<file path="src/rtl/instr_cache_refill.sv">
// Instruction cache miss/refill controller: stalls fetch on a miss, reads one line as
// BEATS memory beats, then writes the assembled line into the cache core.
module instr_cache_refill #(
  parameter int unsigned asize = 32,
  parameter int unsigned dsize = 32,
  parameter int unsigned bbits = 5,
  parameter int unsigned bsize = 8 << bbits,
  parameter int unsigned BEATS = bsize / dsize
) (
  input  logic             CLK,
  input  logic             RESET,
  input  logic             SYS,
  input  logic             fetch_req,
  input  logic [asize-1:0] fetch_addr,
  input  logic             hit,
  output logic [asize-1:0] cache_addr,
  output logic             bwrite,
  output logic [bsize-1:0] block_out,
  output logic             stall,
  output logic             mem_rd,
  output logic [asize-1:0] mem_addr,
  input  logic [dsize-1:0] mem_rdata,
  input  logic             mem_rvalid,
  output logic             err
);

  localparam int unsigned CntW = $clog2(BEATS);
  localparam logic [CntW-1:0] LastBeat = CntW'(BEATS - 1);

  typedef enum logic [2:0] {StIdle, StReq, StFill, StWrite, StDone, StDrain} state_e;

  state_e           state_q, state_d;
  logic [CntW-1:0]  cnt_q, cnt_d;
  logic [bsize-1:0] buf_q, buf_d;
  logic [asize-1:0] line_q, line_d;
  logic             err_q, err_d;

  always_comb begin
    state_d = state_q;
    cnt_d   = cnt_q;
    buf_d   = buf_q;
    line_d  = line_q;
    // Beats are only legal while filling or draining a line.
    err_d   = err_q | (mem_rvalid & (state_q inside {StIdle, StReq, StWrite, StDone}));
    unique case (state_q)
      StIdle: begin
        if (!SYS && fetch_req && !hit) begin
          line_d  = {fetch_addr[asize-1:bbits], {bbits{1'b0}}};
          state_d = StReq;
        end
      end
      StReq: begin
        cnt_d   = '0;
        state_d = SYS ? StDrain : StFill;
      end
      StFill: begin
        if (mem_rvalid) begin
          cnt_d = cnt_q + 1'b1;
          if (!SYS) begin
            // Beat 0 is the lowest address and lands in the MSBs.
            for (int i = 0; i < int'(BEATS); i++) begin
              if (cnt_q == CntW'(i)) buf_d[bsize-1-dsize*i -: dsize] = mem_rdata;
            end
          end
          if (cnt_q == LastBeat) state_d = SYS ? StIdle : StWrite;
          else if (SYS)          state_d = StDrain;
        end else if (SYS) begin
          state_d = StDrain;
        end
      end
      StWrite: state_d = SYS ? StIdle : StDone;
      StDone:  state_d = StIdle;
      StDrain: begin
        if (mem_rvalid) begin
          cnt_d = cnt_q + 1'b1;
          if (cnt_q == LastBeat) state_d = StIdle;
        end
      end
      default: state_d = StIdle;
    endcase
  end

  always_ff @(posedge CLK) begin
    if (!RESET) begin
      state_q <= StIdle;
      cnt_q   <= '0;
      buf_q   <= '0;
      line_q  <= '0;
      err_q   <= 1'b0;
    end else begin
      state_q <= state_d;
      cnt_q   <= cnt_d;
      buf_q   <= buf_d;
      line_q  <= line_d;
      err_q   <= err_d;
    end
  end

  assign stall      = RESET & ((state_q != StIdle) | (fetch_req & ~hit));
  assign mem_rd     = RESET & (state_q == StReq);
  assign bwrite     = RESET & ~SYS & (state_q == StWrite);
  assign cache_addr = (state_q == StIdle) ? fetch_addr : line_q;
  assign mem_addr   = line_q;
  assign block_out  = buf_q;
  assign err        = err_q;

endmodule

</file>
<file path="config.mk">
export PLATFORM = sky130hd
export DESIGN_NAME = instr_cache_refill
export DESIGN_NICKNAME = d
export VERILOG_FILES = /design/src/rtl/instr_cache_refill.sv
export SDC_FILE = /design/constraint.sdc
export NUM_CORES = 1
export LEC_CHECK = 0
export ABC_AREA = 1
export BUFFER_PORTS_ARGS = -buffer_cell sky130_fd_sc_hd__buf_4
export CAP_MARGIN = 5
export CORE_ASPECT_RATIO = 1.4
export CORE_MARGIN = 8
export CORE_UTILIZATION = 53
export DETAILED_ROUTE_END_ITERATION = 8
export PLACE_DENSITY = 0.84
export SYNTH_ARGS = -nofsm -noshare
export SYNTH_HDL_FRONTEND = slang
export SYNTH_SLANG_ARGS = --single-unit
</file>
<file path="constraint.sdc">
create_clock -name CLK -period 2.27 [get_ports CLK]
set_input_delay 0.227 -clock CLK [delete_from_list [all_inputs] [get_ports CLK]]
set_output_delay 0.227 -clock CLK [all_outputs]
set_load 0.01 [all_outputs]
</file>
* Yosys cells after proc, flatten, opt, wreduce, memory -nomap -nowiden
Cells that the tools add are included.
** Operators by class
- Add/sub/neg operators :: 1
- Equality and inequality tests :: 16
- Muxes and demuxes :: 13
- Bitwise operators :: 10
- Reduce and logical (&&, ||, !) cells :: 21
** Operators with widths (count)
- 2-to-1 mux 32 bit :: 1
- AND reduction 4 bit :: 8
- 2-to-1 mux 3 bit :: 9
- == test 3 bit, second input constant :: 6
- case mux 3 bit (5 select lines) :: 1
- == test 3 x 2 -> 1 bit, second input constant :: 4
- AND 1 bit :: 6
- == test 3 x 1 -> 1 bit, second input constant :: 2
- logical NOT 3 bit :: 2
- case mux 3 bit (2 select lines) :: 1
- != test 2 x 1 -> 1 bit, second input constant :: 2
- != test 2 bit, second input constant :: 2
- AND reduction 2 bit :: 2
- nonzero test 4 bit :: 1
- adder 3 x 1 -> 3 bit, second input constant :: 1
- AND reduction 3 bit :: 1
- nonzero test 3 bit :: 1
- logical AND 1 bit :: 2
- logical NOT 1 bit :: 2
- 2-to-1 mux 2 bit :: 1
- inverter 1 bit :: 2
- bitwise OR 1 bit :: 2
- nonzero test 2 bit :: 1
- OR reduction 2 bit :: 1
** Word-level totals
- Bits in registers :: 290
- Input bits :: 70
- Output and inout port bits :: 324
- Logic and storage cells :: 73

* Logic depth before layout (Yosys ltp)
- Word-level depth :: 5
- Mapped depth :: 9
- Mapped depth without buffers :: 9

* Worst setup path before layout
No wires, ideal clock.
- Kind :: register to register
- Start point :: register cnt_q[0]
- End point :: register buf_q[23] (netlist: block_out[23])
- Setup time :: 0.116 ns
- Arrival :: 1.379 ns
- Required time :: 2.154 ns
- Slack :: 0.775 ns
- Stages on the path, launching flop included :: 9
- Path buffers :: 1
- Period minus slack after synthesis :: 1.495 ns
- Cell sequence :: dfxtp_1 ha_1 ha_1 nand3_2 nor2_2 inv_1 clkbuf_1 nor2_1 nor2_1
** Between the ends
- Cells in the longest elaborated chain, start to end :: 2
** RTL lines
- from (decl) :: line 33 : logic [CntW-1:0] cnt_q, cnt_d;
- from (signal assigned) :: line 92 : cnt_q <= cnt_d;
- == test 3 bit :: line 62 : if (cnt_q == CntW'(i)) buf_d[bsize-1-dsize*i -: dsize] = mem_rdata;
- AND reduction 4 bit (no source line)
- to (signal assigned) :: line 93 : buf_q <= buf_d;
- to (decl) :: line 34 : logic [bsize-1:0] buf_q, buf_d;
No other way between the ends.
A chain may end at the register's enable or synchronous reset.

* Final worst setup path
- Start point :: register state_q[2]
- End point :: output cache_addr[16]
** Between the ends
- Cells in the longest elaborated chain, start to end :: 2
** RTL lines
- from (decl) :: line 32 : state_e state_q, state_d;
- from (signal assigned) :: line 85 : state_q <= StIdle;
- from (signal assigned) :: line 91 : state_q <= state_d;
- logical NOT 3 bit :: line 102 : assign cache_addr = (state_q == StIdle) ? fetch_addr : line_q;
- 2-to-1 mux 32 bit :: line 102
- to (decl) :: line 16 : output logic [asize-1:0] cache_addr,
No other way between the ends.

==> results.toml <==
[logic_synthesis]
ys_ff_latch = 290
ys_seq_area_frac = 0.537
avgSynthCellArea_um2 = 7.66
synth_top_area_share = 0.537
yosysUniqueCellTypes = 26
synth_top_area_cell = "dfxtp_1"
yosysWarningCount = 0
synth.area.top_cells = "dfxtp_1 (54%), nor2_1 (14%), o21ai_0 (9.9%)"
synthCells = 1412
synth_area_um2 = 10800

[place]
dp_hpwl_um = 28000
pre_cts_slack_ns = 0.450
place_area_um2 = 13800
io_buffers = 388
routabilityCongestion = 0.868

[pwr]
peakVddDrop_uv = 613
power_density_nw_per_um2 = 726
power.share.combinational = 0.110
switching_share = 0.245
intPower_mw = 8.14
clockPowerShare = 0.408
pwr-share-seq = 0.482
leakage_nw = 6.50
switching_power_mw = 2.65

[worst_setup_path]
start_kind = "flop"
crit_type = "reg -> out"
crit_start = "state_q[2]"
worst-path-buf-inv = 3
path_max_fanout = 18
crit_slowest_cell = "o21ai_0"
path_delay_family = "buffers and inverters"
crit_chain = "inv_2 > nand2_4 > clkinv_4 > o21ai_0 > buf_4"
worst_path_largest_cell_delay_ns = 0.40
timing.rr.start = "state_q[2]"
critPathArrivalTime_ns = 1.89
reg2reg_slack_ns = 0.41
worst_ep_required_time_ns = 2.04
endpoint_kind = "output pin"

[cts]
clock-sinks = 290
root_buffer = "clkbuf_16"
h-tree-depth = 1
clk_path_buf_depth = 3
cts_tree = "done"
cts_buffers = 27
clk_latency_ns = 0.53
postCtsSetupRepairBufs = 0
clk_pin_slew_ns = 0.06

[sta]
setup_viol = 0
rsz0062_at_grt = "false"
fin_crit_ns = 2.11
clock_skew_ns = 0.0112
worst_pin_slew_ns = 0.671
hold_ws_ns = 0.0109
slew_viol_final = 0
worst_slack_ns = 0.156
max_freq_ghz = 0.473
fin_tns_setup_ns = 0
finalCritPeriodShare = 0.931
hold_violations = 0
maxSlewHeadroom = 0.552

[global_route]
overflow = 0
grtUsageTotal = 0.303
grt_pass1_wl_um = 60300
antenna_found_initial = 0
grt_max_degree = 131
grt_pass1_vias = 11000

[finish]
final_common_cell = "buf_4"
nets = 1851
final_util = 0.733
final_area_um2 = 14800
syn2layout_area_growth_pct = 37.3
diodes = 0
drive_gt1_frac = 0.267
final_cell_mix = "buf_4 (410), nor2_1 (403), dfxtp_1 (288)"

[routing]
met2WireLength_um = 19100
first_iter_violations = 925
drc = 0
first_pass_iters = 5
wl_um = 39900
vias_per_cell = 5.44
ant_nets = 0
met1_length_um = 14000
wl_met3_um = 4140
wl_per_cell_um = 19.5
num_vias = 11200
top_layer = "met4"

[hold_path]
hp-start = "fetch_addr[17]"
worstHoldPathType = "in -> reg"

[status]
outcome = "finished, final reports clean"

[die]
io_pins = 394
core_um2 = 20200
die_w_um = 137
dieArea_um2 = 25300
row_count = 62
initial_core_util = 0.534
die_h_um = 185

[run]
maxCapViolations = 0
-- worst paths after layout --
path	endpoint	depth (start not counted)
setup / recovery	cache_addr[16]	5
hold / removal	mem_addr[17]	3
setup reg to reg	block_out[191]	8
hold reg to reg	err	2
-- cell usage after synthesis --
library cell / number
inv_1: 48
nor3_1: 3
o21ai_0: 214
nor2_1: 404
dfxtp_1: 290
nor2_8: 1
nand3_4: 1
nor3_2: 1
a211oi_1: 1
a21oi_1: 93
nand3_2: 1
nand3_1: 68
nand4_1: 1
ha_1: 6
nand2_1: 121
inv_2: 10
o21ai_1: 33
nor2_2: 2
conb_1: 1
buf_4: 20
buf_6: 8
clkinv_1: 1
buf_2: 19
clkbuf_1: 57
nand2_2: 7
o211ai_1: 1
-- state kept, by name (all words and copies together), names as in the netlist --
signal / flops
err: 1
state_q: 3
cnt_q: 3
block_out: 256
mem_addr: 27
-- cell type report --
class	instances	area, um2
clock buffers	44	810
repair buffers	434	3370
clock inverters	3	40.0
well taps	256	320
inverters	59	226
multi-input cells	963	4280
flip-flops and latches	290	5810
fillers	1548	5400
-- power groups by stage --
stage	Sequential (mW)	Clock (mW)	Combinational (mW)
2_1_floorplan	5.32	0	0.554
3_3_place_gp	5.30	0	1.11
3_5_place_dp	5.31	0	1.13
4_1_cts	5.19	4.45	1.17
5_1_grt	5.20	4.67	1.30
6_report	5.20	4.40	1.19
-- timing repair --
item                                   4_1_cts  5_1_grt
setup endpoints to repair                   19       11
pin swaps                                    1        0
gates resized for setup                      3        6
endpoints found under the hold margin       19        0
hold buffers                                19        0
-- worst register-to-register path: cells and delay by family, from the launching register on --
| kind | cells | cell delay (ns) |
|---|---|---|
| DFF | 1 | 0.34 |
| buffers and inverters | 3 | 0.64 |
| and+or+nand+nor | 5 | 0.81 |
-- kinds of logic after synthesis --
logic type / after synthesis / share of synthesized area
AOI/OAI and AO/OA: 342 / 0.159
DFF: 290 / 0.537
and+or+nand+nor: 610 / 0.226
adders and majority gates: 6 / 0.00694
other: 1 / 0.000347
buffers and inverters: 163 / 0.0712
-- per-layer routing --
metal  global-route usage  vias up
met5                    0        -
met4                0.197        0
met3               0.0749      146
met2                0.512      635
met1                0.331     5108
li1                     -     5264
-- metrics by stage --
step / std cells / total power [mW]
finish: 2049 / 10.8
global route: 2049 / 11.2
CTS: 2049 / 10.8
detailed placement: 1983 / 6.44
global placement: 1983 / 6.41
floorplan: 1416 / 5.87
Power figures use the tool's default switching activity.
